$ cat config.mk
export PLATFORM = sky130hd
export DESIGN_NAME = truth_table_sweeper
export DESIGN_NICKNAME = d
export VERILOG_FILES = /design/src/rtl/truth_table_pkg.sv /design/src/rtl/truth_table_sweeper_settle_timer.sv /design/src/rtl/truth_table_sweeper.sv
export SDC_FILE = /design/constraint.sdc
export NUM_CORES = 1
export LEC_CHECK = 0
export BUFFER_PORTS_ARGS = -buffer_cell sky130_fd_sc_hd__buf_4
export CORE_MARGIN = 5
export CORE_UTILIZATION = 25
export CTS_CLUSTER_DIAMETER = 40
export DETAILED_ROUTE_END_ITERATION = 6
export SLEW_MARGIN = 15
export SYNTH_ARGS = -nofsm -noshare
export SYNTH_HDL_FRONTEND = slang
export SYNTH_SLANG_ARGS = --single-unit
$ cat constraint.sdc
create_clock -name clk -period 1.95 [get_ports clk]
set_input_delay 0.195 -clock clk [delete_from_list [all_inputs] [get_ports clk]]
set_output_delay 0.195 -clock clk [all_outputs]
set_load 0.01 [all_outputs]
$ cat src/rtl/truth_table_pkg.sv
// Shared types and helpers for the truth-table sweeper.
// Row k of the stimulus maps to code bit 7-k.
package truth_table_pkg;

    typedef enum logic [1:0] {
        IDLE,
        SETTLE,
        SAMPLE,
        DONE
    } state_t;

    localparam int N_IN   = 3;
    localparam int N_ROWS = 8;

    function automatic logic [2:0] row_bit(input logic [2:0] k);
        return 3'(N_ROWS - 1) - k;
    endfunction

endpackage

$ cat src/rtl/truth_table_sweeper_settle_timer.sv
// Settle counter: holds each stimulus row for SETTLE_CYCLES.
// tc flags the last settle cycle; the count parks there until reloaded.
module settle_timer #(
    parameter int SETTLE_CYCLES = 4
) (
    input  logic clk,
    input  logic rst_n,
    input  logic load,
    input  logic enable,
    output logic tc
);

    localparam int CNT_W = $clog2(SETTLE_CYCLES + 1);

    logic [CNT_W-1:0] cnt;

    assign tc = (cnt == CNT_W'(SETTLE_CYCLES - 1));

    always_ff @(posedge clk or negedge rst_n) begin
        if (!rst_n) begin
            cnt <= '0;
        end else if (load) begin
            cnt <= '0;
        end else if (enable && !tc) begin
            cnt <= cnt + 1'b1;
        end
    end

endmodule

$ cat src/rtl/truth_table_sweeper.sv
// Sweeps all 8 rows of a 3-input gate, captures its truth-table
// code and compares it against a latched expected code.
module truth_table_sweeper
    import truth_table_pkg::*;
#(
    parameter int SETTLE_CYCLES = 4
) (
    input  logic       clk,
    input  logic       rst_n,
    input  logic       start,
    input  logic       abort,
    input  logic [7:0] expected,
    input  logic       dut_out,
    output logic [2:0] stim,
    output logic       busy,
    output logic       done,
    output logic       valid,
    output logic [7:0] observed,
    output logic       pass,
    output logic [7:0] mismatch
);

    state_t     state_q;
    state_t     state_d;
    logic [2:0] idx_q;
    logic [7:0] exp_q;
    logic [7:0] obs_q;
    logic       valid_q;
    logic       pass_q;
    logic [7:0] mis_q;

    logic       tmr_load;
    logic       tmr_en;
    logic       tmr_tc;
    logic       accept;
    logic       last_row;

    assign last_row = (idx_q == 3'(N_ROWS - 1));

    settle_timer #(
        .SETTLE_CYCLES(SETTLE_CYCLES)
    ) u_timer (
        .clk   (clk),
        .rst_n (rst_n),
        .load  (tmr_load),
        .enable(tmr_en),
        .tc    (tmr_tc)
    );

    always_ff @(posedge clk or negedge rst_n) begin
        if (!rst_n) begin
            state_q <= IDLE;
        end else begin
            state_q <= state_d;
        end
    end

    always_comb begin
        state_d  = state_q;
        tmr_load = 1'b0;
        tmr_en   = 1'b0;
        accept   = 1'b0;
        unique case (state_q)
            IDLE: begin
                if (start) begin
                    state_d  = SETTLE;
                    tmr_load = 1'b1;
                    accept   = 1'b1;
                end
            end
            SETTLE: begin
                tmr_en = 1'b1;
                if (tmr_tc) begin
                    state_d = SAMPLE;
                end
            end
            SAMPLE: begin
                if (last_row) begin
                    state_d = DONE;
                end else begin
                    state_d  = SETTLE;
                    tmr_load = 1'b1;
                end
            end
            DONE: begin
                state_d = IDLE;
            end
            default: begin
                state_d = IDLE;
            end
        endcase
        // abort overrides every state, including a same-cycle start
        if (abort) begin
            state_d  = IDLE;
            tmr_load = 1'b1;
            tmr_en   = 1'b0;
            accept   = 1'b0;
        end
    end

    always_ff @(posedge clk or negedge rst_n) begin
        if (!rst_n) begin
            idx_q   <= '0;
            exp_q   <= '0;
            obs_q   <= '0;
            valid_q <= 1'b0;
            pass_q  <= 1'b0;
            mis_q   <= '0;
        end else if (abort) begin
            idx_q   <= '0;
            valid_q <= 1'b0;
            pass_q  <= 1'b0;
            mis_q   <= '0;
        end else begin
            if (accept) begin
                exp_q   <= expected;
                obs_q   <= '0;
                valid_q <= 1'b0;
                pass_q  <= 1'b0;
                idx_q   <= '0;
            end
            if (state_q == SAMPLE) begin
                obs_q[row_bit(idx_q)] <= dut_out;
                if (!last_row) begin
                    idx_q <= idx_q + 1'b1;
                end
            end
            if (state_q == DONE) begin
                valid_q <= 1'b1;
                pass_q  <= (obs_q == exp_q);
                mis_q   <= obs_q ^ exp_q;
            end
        end
    end

    assign stim     = (state_q == IDLE) ? 3'd0 : idx_q;
    assign busy     = (state_q != IDLE);
    assign done     = (state_q == DONE);
    assign valid    = valid_q;
    assign observed = obs_q;
    assign pass     = pass_q;
    assign mismatch = mis_q;

endmodule

==> results of run 1 <==
[worst max-delay path, stage by stage, from the launching register on]
cell,delay [ns]
dfrtp_1,0.64
and2_2,0.44
buf_4,0.19
[metal layers]
metal | part of all wire, % | GRT usage (%) | vias up
met2 | 46 | 14.7 | 25
met3 | 5.0 | 2.79 | 6
met5 | 0 | 0 | -
met1 | 47 | 11.9 | 583
li1 | - | - | 612
met4 | 2.2 | 4.33 | 0
[registers in the layout, summed over array words and instances (netlist names)]
signal       cells
mismatch         8
state_q          2
valid            1
pass             1
observed         8
idx_q            3
u_timer.cnt      3
exp_q            8
[path summary, 6_finish.rpt]
check                                 end  slack, ns  cells after the start
min                              exp_q[4]       0.13                      2
min reg2reg                u_timer.cnt[1]       0.54                      2
min in group asynchronous        exp_q[4]       0.38                      2
max in group asynchronous     mismatch[5]       1.24                      2
max reg2reg                          pass       0.29                      3
max                                  done       0.20                      2
[repair_timing]
action,4_1_cts,5_1_grt
endpoints found under the hold margin,34,0
resized for setup,0,0
hold buffers,1,0
[cell type report]
class	instances	area share, %
clock inverter	2	0.448
tap	96	5.38
sequential	34	38.1
clock buffer	5	3.08
timing repair buffer	39	13.8
multi-input combinational	98	37.5
inverter	10	1.68
[synthesized netlist by cell type (2+ instances only)]
| cell type | number |
|---|---|
| a211oi_1 | 12 |
| a211oi_2 | 3 |
| a21oi_1 | 4 |
| a31o_1 | 6 |
| buf_2 | 2 |
| buf_4 | 2 |
| buf_6 | 3 |
| dfrtp_1 | 34 |
| ha_1 | 4 |
| inv_1 | 10 |
| mux2_1 | 2 |
| mux2_4 | 8 |
| nand2_1 | 3 |
| nand3_1 | 3 |
| nand3b_1 | 2 |
| nand4_1 | 3 |
| nor2_1 | 14 |
| nor2b_1 | 5 |
| nor3b_1 | 2 |
| nor4b_4 | 2 |
| or3b_1 | 2 |
| xnor2_1 | 9 |
[where the power goes]
part           switching (mW)  internal (mW)  leakage [nW]
combinational          0.0917          0.110         0.481
clock                   0.253          0.239        0.0438
sequential             0.0338          0.743         0.456
[metrics by stage]
stage	setup slack [ns]	util, %
floorplan	0.379	-
global placement	0.355	31.2
detailed placement	0.297	31.2
CTS	0.172	32.5
global route	0.0939	32.5
finish	0.200	32.5
[kinds of logic after synthesis]
| kind of cell | count (synthesis) | share of synthesized area (%) |
|---|---|---|
| flops | 34 | 47.5 |
| xor+xnor | 9 | 4.40 |
| simple gates | 45 | 18.4 |
| buf+inv | 19 | 5.80 |
| mux | 11 | 8.52 |
| compound gates | 29 | 12.6 |
| fa+ha+maj | 4 | 2.79 |
==> results.sh, run 1 <==
export IMPL_status="finished clean"
export IMPL_hpwl_um=2880
export IMPL_initialDrtViolationCount=61
export IMPL_fin_skew_ns=0.00633
export IMPL_start_kind="register"
export IMPL_synth_edff_count=0
export IMPL_clk_pin_slew_ns=0.07
export IMPL_initial_utilization_pct=26.1
export IMPL_ys_seq_elements=34
export IMPL_root_buffer="clkbuf_8"
export IMPL_fin_nets=205
export IMPL_multi_input_area_um2=837
export IMPL_firstDrtPassIters=4
export IMPL_grt_usage_pct=9.40
export IMPL_cp_end_kind="primary output"
export IMPL_powerDensity_nw_per_um2=659
export IMPL_synth_distinct_cells=38
export IMPL_required_ns=1.75
export IMPL_yosys_warnings=0
export IMPL_drv_slew=0
export IMPL_criticalPathCategory="reg2out"
export IMPL_drive_above_1_share_pct=33.0
export IMPL_clk_path_buf_depth=2
export IMPL_finalNonFillerCells=284
export IMPL_syn_nets=168
export IMPL_period_needed_ns=1.75
export IMPL_ios=36
export IMPL_rsz0062_at_grt="false"
export IMPL_antenna_found_initial=0
export IMPL_overflow=0
export IMPL_grt_pass1_wl_um=6400
export IMPL_synth_top_area_share_pct=47.5
export IMPL_regArea_um2=851
export IMPL_seq_area_frac_synth_pct=47.5
export IMPL_design_area_um2=2230
export IMPL_fp_dieW_um=94.7
export IMPL_die_area_um2=8960
export IMPL_setup_viol=0
export IMPL_worst_slew_pin_slew_ns=0.479
export IMPL_port_buffers=35
export IMPL_hp_start="expected[4]"
export IMPL_critPathMaxFanout=20
export IMPL_async_flop_share_pct=100
export IMPL_power_leakage_nw=0.980
export IMPL_tns_ns=0
export IMPL_hold_viol=0
export IMPL_final_period_utilization_pct=89.7
export IMPL_area_delta_synth_final_pct=24.6
export IMPL_layout_commonest_cell="buf_4"
export IMPL_place_congestion=0.753
export IMPL_fp_row_count=30
export IMPL_vias_per_cell=4.32
export IMPL_relSlewSlack_pct=68.1
export IMPL_vdd_ir_drop_max_uv=214
export IMPL_clk_insertion_delay_late_ns=0.29
export IMPL_die_h_um=94.7
export IMPL_numCtsBuffers=5
export IMPL_synthFlopType="dfrtp_1"
export IMPL_arrival_ns=1.55
export IMPL_drtAntennaViolNets=0
export IMPL_cts_sinks=34
export IMPL_hold_class="in2reg"
export IMPL_postRouteWirelength_um=3820
export IMPL_vias=1226
export IMPL_fillers=711
export IMPL_place_inst=276
export IMPL_finalPower_mw=1.47
export IMPL_avgSynthCellArea_um2=11.9
export IMPL_postPlaceCellArea_um2=2140
export IMPL_post_cts_buffers=0
export IMPL_grt_pass1_vias=1259
export IMPL_final_cell_mix="37 x buf_4, 34 x dfrtp_1, 14 x nor2_1"
export IMPL_h_tree_depth=2
export IMPL_grt_max_degree=35
export IMPL_synth_area_leader_cell="dfrtp_1"
export IMPL_syn_area_um2=1790
export IMPL_synth_area_leaders="dfrtp_1 47%, mux2_4 6.7%, a211oi_1 5.0%, xnor2_1 4.4%, nor2_1 2.9%"
export IMPL_cts_tree="built"
export IMPL_fin_hold_ws_ns=0.130
export IMPL_diodes=0
export IMPL_reg2reg_from="state_q[0]"
export IMPL_startpoint="state_q[0]"
export IMPL_max_freq_mhz=571
export IMPL_cap_violations=0
export IMPL_syn_inst=151
export IMPL_wl_per_cell_um=13.5
export IMPL_coreArea_um2=6870
export IMPL_drcViolationCount=0
No activity file was read; power rests on OpenSTA's default activity.
==> run 2: changes to the inputs <==
==> constraint.sdc (replaced) <==
create_clock -name clk -period 1.95 [get_ports clk]
set_input_delay 0.2925 -clock clk [delete_from_list [all_inputs] [get_ports clk]]
set_output_delay 0.2925 -clock clk [all_outputs]
set_load 0.01 [all_outputs]
==> run 2 against run 1 <==
Power about the same. Fmax up 1.4%. Routed wire length down 0.63%. Cell count unchanged. Setup slack better by 0.024 ns. Utilization about the same. Combinational power about the same. Sequential power about the same. Clock skew about the same. Final area about the same. Clock power about the same. Sequential cell count unchanged. Largest power group unchanged.
==> results.sh, run 2 (synthesis gave the netlist of run 1 again) <==
export IMPL_hpwl_um=2880
export IMPL_pwr_share_seq_pct=52.8
export IMPL_vias_per_cell=4.32
export IMPL_start_kind="register"
export IMPL_relSlewSlack_pct=68.2
export IMPL_drtAntennaViolNets=0
export IMPL_layout_commonest_cell="buf_4"
export IMPL_diodes=0
export IMPL_drcViolationCount=0
export IMPL_initialDrtViolationCount=65
export IMPL_cpLargestDelayFamily="flip-flops"
export IMPL_setup_viol=0
export IMPL_hold_viol=0
export IMPL_numCtsBuffers=5
export IMPL_cts_tree="built"
export IMPL_fin_skew_ns=0.00632
export IMPL_grt_max_degree=35
export IMPL_wl_per_cell_um=13.4
export IMPL_crit_chain="and2_4 -> buf_4"
export IMPL_post_cts_buffers=0
export IMPL_place_inst=276
export IMPL_status="finished clean"
export IMPL_clk_path_buf_depth=2
export IMPL_max_freq_mhz=579
export IMPL_criticalPathCategory="reg2out"
export IMPL_grt_usage_pct=9.40
export IMPL_cts_sinks=34
export IMPL_grt_pass1_vias=1259
export IMPL_fin_nets=205
export IMPL_coreArea_um2=6870
export IMPL_fp_dieW_um=94.7
export IMPL_overflow=0
export IMPL_p_sw_share_pct=25.7
export IMPL_die_area_um2=8960
export IMPL_cpPeakStageDelay_ns=0.63
export IMPL_switchingPower_mw=0.378
export IMPL_power_leakage_nw=0.981
export IMPL_finalNonFillerCells=284
export IMPL_firstDrtPassIters=4
export IMPL_period_needed_ns=1.73
export IMPL_postRouteWirelength_um=3800
export IMPL_critPathMaxFanout=20
export IMPL_place_congestion=0.753
export IMPL_worst_path_buf_inv=1
export IMPL_fin_hold_ws_ns=0.228
export IMPL_cp_end_kind="primary output"
export IMPL_clk_insertion_delay_late_ns=0.29
export IMPL_vias=1227
export IMPL_drive_above_1_share_pct=33.0
export IMPL_area_delta_synth_final_pct=24.7
export IMPL_final_cell_mix="37 x buf_4, 34 x dfrtp_1, 14 x nor2_1"
export IMPL_ios=36
export IMPL_die_h_um=94.7
export IMPL_fp_row_count=30
export IMPL_port_buffers=35
export IMPL_arrival_ns=1.43
export IMPL_root_buffer="clkbuf_8"
export IMPL_tns_ns=0
export IMPL_rsz0062_at_grt="false"
export IMPL_power_frac_comb_pct=13.7
export IMPL_clkPwrFrac_pct=33.5
export IMPL_required_ns=1.66
export IMPL_powerDensity_nw_per_um2=658
export IMPL_final_period_utilization_pct=88.5
export IMPL_drv_slew=0
export IMPL_cap_violations=0
export IMPL_antenna_found_initial=0
export IMPL_critPathSlowestCell="dfrtp_1"
export IMPL_grt_pass1_wl_um=6400
export IMPL_h_tree_depth=2
export IMPL_worst_slew_pin_slew_ns=0.477
export IMPL_clk_pin_slew_ns=0.07
export IMPL_initial_utilization_pct=26.1
export IMPL_hold_class="in2reg"
export IMPL_p_int_mw=1.09
export IMPL_vdd_ir_drop_max_uv=214
==> run 2: cell counts in the layout (fill, tap and decap cells not counted) <==
Identical to the previous run, type by type.
==> run 2: metal layers <==
metal  vias up  track usage [%]  share of wire (%)
met5         -                0                  0
met4         0             4.33                2.3
met3         6             2.79                5.2
met2        29             14.7                 46
met1       581             11.9                 47
li1        611                -                  -
==> run 2: through the flow <==
stage                     power, mW  area [um^2]  setup slack, ns  util (%)
final                          1.47         2230            0.224      32.5
after detailed placement      0.993         2140            0.297      31.2
after global routing           1.54         2230            0.128      32.5
after CTS                      1.49         2230           0.0748      32.5
after floorplan               0.923         1790            0.379         -
after global placement        0.989         2140            0.355      31.2
==> run 2: final cells by class <==
type / instances / area (um^2)
clock buffer: 5 / 68.8
clock inverter: 2 / 10.0
fill: 711 / 4640
inverter: 10 / 37.5
multi-input combinational: 98 / 838
sequential: 34 / 851
tap: 96 / 120
timing repair buffer: 39 / 308
==> run 2: what timing repair did <==
action                     in CTS  in global routing
hold endpoints to repair       34                  0
setup endpoints to repair       0                  1
gates resized for setup         0                  1
hold buffers                    1                  0
==> run 2: worst paths after layout <==
path / startpoint / end / slack [ns] / cells after the start
worst min-delay path: expected[4] / exp_q[4] / 0.23 / 2
worst max-delay path: state_q[1] / done / 0.22 / 2
max in group asynchronous: rst_n / mismatch[5] / 1.14 / 2
min in group asynchronous: rst_n / exp_q[4] / 0.48 / 2
worst max register to register: idx_q[0] / u_timer.cnt[2] / 0.32 / 5
worst min register to register: u_timer.cnt[1] / u_timer.cnt[1] / 0.54 / 2
==> run 2: power groups by stage <==
| stage | combinational (mW) | clock [mW] | sequential, mW |
|---|---|---|---|
| 6_report | 0.202 | 0.492 | 0.777 |
| 5_1_grt | 0.222 | 0.532 | 0.783 |
| 4_1_cts | 0.206 | 0.510 | 0.777 |
| 3_5_place_dp | 0.203 | 0 | 0.790 |
| 3_3_place_gp | 0.201 | 0 | 0.788 |
| 2_1_floorplan | 0.144 | 0 | 0.779 |
==> run 3: changes to the inputs <==
Clock period 1.95 ns to 1.49 ns, I/O delays scaled along.
==> run 3 against run 2 <==
Via count rose by 5.8%. Combinational power rose by 48%. Cell count increased by 5.3%. Final area is 8.5% higher. Critical path depth up 3. Non-clock buffer count rose by 14. Die area unchanged. First-iteration DRC count down 66%. Clock-buffer cell count grew 1. Sequential share of layout area down 2.8 points. Utilization rose by 2.8 points. Critical path type is now reg2reg. Largest cell class is now multi-input gates.
==> results.sh, run 3 (synthesis gave the netlist of run 1 again) <==
export IMPL_status="finished clean"
export IMPL_period_needed_ns=1.45
export IMPL_grt_usage_pct=9.60
export IMPL_h_tree_depth=2
export IMPL_start_kind="register"
export IMPL_ios=36
export IMPL_cts_sinks=34
export IMPL_busiest_layer="met2"
export IMPL_initialDrtViolationCount=22
export IMPL_reg2regPathDepth=5
export IMPL_wl_per_cell_um=13.1
export IMPL_hpwl_um=2880
export IMPL_hold_depth=2
export IMPL_rrSetupSlack_ns=0.04
export IMPL_grt_max_degree=35
export IMPL_final_period_utilization_pct=97.1
export IMPL_finalNonFillerCells=299
export IMPL_powerDensity_nw_per_um2=837
export IMPL_power_leakage_nw=1.07
export IMPL_drive_above_1_share_pct=43.8
export IMPL_clk_insertion_delay_late_ns=0.29
export IMPL_clk_pin_slew_ns=0.07
export IMPL_post_place_ws_ns=-0.0373
export IMPL_diodes=0
export IMPL_die_area_um2=8960
export IMPL_clk_path_buf_depth=2
export IMPL_grt_pass1_wl_um=6630
export IMPL_fin_nets=219
export IMPL_r2r_end="u_timer.cnt[1]"
export IMPL_vias=1298
export IMPL_root_buffer="clkbuf_8"
export IMPL_initial_utilization_pct=26.1
export IMPL_setup_viol=0
export IMPL_die_h_um=94.7
export IMPL_path_depth=5
export IMPL_hp_start="expected[0]"
export IMPL_rsz0062_at_grt="true"
export IMPL_drtAntennaViolNets=0
export IMPL_critPathMaxFanout=5
export IMPL_hold_class="in2reg"
export IMPL_coreArea_um2=6870
export IMPL_numCtsBuffers=5
export IMPL_layout_commonest_cell="buf_4"
export IMPL_antenna_found_initial=0
export IMPL_place_inst=285
export IMPL_criticalPathCategory="reg2reg"
export IMPL_met3_usage_pct=2.71
export IMPL_cp_end_kind="register"
export IMPL_grt_pass1_vias=1325
export IMPL_required_ns=1.67
export IMPL_cpLargestDelayFamily="flip-flops"
export IMPL_cpPeakStageDelay_ns=0.39
export IMPL_max_freq_mhz=691
export IMPL_firstDrtPassIters=4
export IMPL_use_met1_pct=12.1
export IMPL_vdd_ir_drop_max_uv=351
export IMPL_drcViolationCount=0
export IMPL_finalPower_mw=2.03
export IMPL_fin_skew_ns=0.00534
export IMPL_use_met2_pct=15.6
export IMPL_fin_ws_ns=0.0432
export IMPL_final_cell_mix="46 x buf_4, 30 x dfrtp_1, 13 x nor2_1"
export IMPL_regArea_um2=856
export IMPL_fillers=696
export IMPL_worst_path_buf_inv=0
export IMPL_hold_viol=0
export IMPL_cts_tree="built"
export IMPL_fp_dieW_um=94.7
export IMPL_postRouteWirelength_um=3910
export IMPL_fin_hold_ws_ns=0.162
export IMPL_multi_input_area_um2=877
export IMPL_crit_chain="ha_2 -> ha_4 -> nor3b_4 -> mux2i_1 -> nor2_1"
export IMPL_startpoint="u_timer.cnt[0]"
export IMPL_area_delta_synth_final_pct=35.3
export IMPL_place_congestion=0.728
export IMPL_fp_row_count=30
export IMPL_worst_slew_pin_slew_ns=0.440
export IMPL_reg2reg_from="u_timer.cnt[0]"
export IMPL_cap_violations=0
export IMPL_port_buffers=35
export IMPL_overflow=0
export IMPL_critPathSlowestCell="dfrtp_1"
export IMPL_arrival_ns=1.62
export IMPL_relSlewSlack_pct=70.7
export IMPL_vias_per_cell=4.34
export IMPL_min_to="exp_q[0]"
export IMPL_drv_slew=0
-- run 3: worst reg2reg max path: cells and delay by family (launching register included) --
family                   cells  cell delay, ns
flip-flops                   1            0.39
AND/OR/NAND/NOR              2            0.34
adder cells (fa/ha/maj)      2            0.37
multiplexers                 1            0.23
-- run 3: power by group --
part	switching (mW)	internal, mW	total (mW)
registers	0.0382	0.972	1.01
logic	0.131	0.166	0.298
clock network	0.349	0.371	0.721
total	0.519	1.51	2.03
-- run 3: routing by layer --
layer,vias to the layer above,wire length (um),part of all wire (%)
met2,26,1910,49
met3,5,177,4.5
met5,-,0,0
met1,626,1770,45
met4,0,55,1.4
li1,641,-,-
-- run 3: metrics by stage --
step	util, %	setup TNS, ns	cell area (um^2)
after floorplan	-	0	1800
after global placement	32.5	0	2230
after detailed placement	32.5	-0.0373	2230
after CTS	34.7	-0.0170	2380
after global routing	35.3	-0.109	2420
final	35.3	0	2420
-- run 3: worst max-delay path by stage --
stage | endpoint | slack [ns]
2_1_floorplan | idx_q[1] | 0.003
3_3_place_gp | u_timer.cnt[1] | 0.03
3_5_place_dp | u_timer.cnt[1] | -0.04
4_1_cts | done | -0.01
5_1_grt | stim[2] | -0.03
6_report | u_timer.cnt[1] | 0.04
-- run 3: layout make-up --
cell class              instances  area share, %
clock buffers                   6           3.41
clock inverters                 2          0.516
inverters                      10           1.55
multi-input cells              98           36.2
flip-flops and latches         34           35.3
well taps                      96           4.96
repair buffers                 53           18.1
-- run 3: repair_timing --
action                     4_1_cts  5_1_grt
cloned                           0        1
hold endpoints to repair        34        0
resized for setup               10        6
setup buffers                    1        3
pin swaps                        3        2
hold buffers                     1        0
setup endpoints to repair        7       12
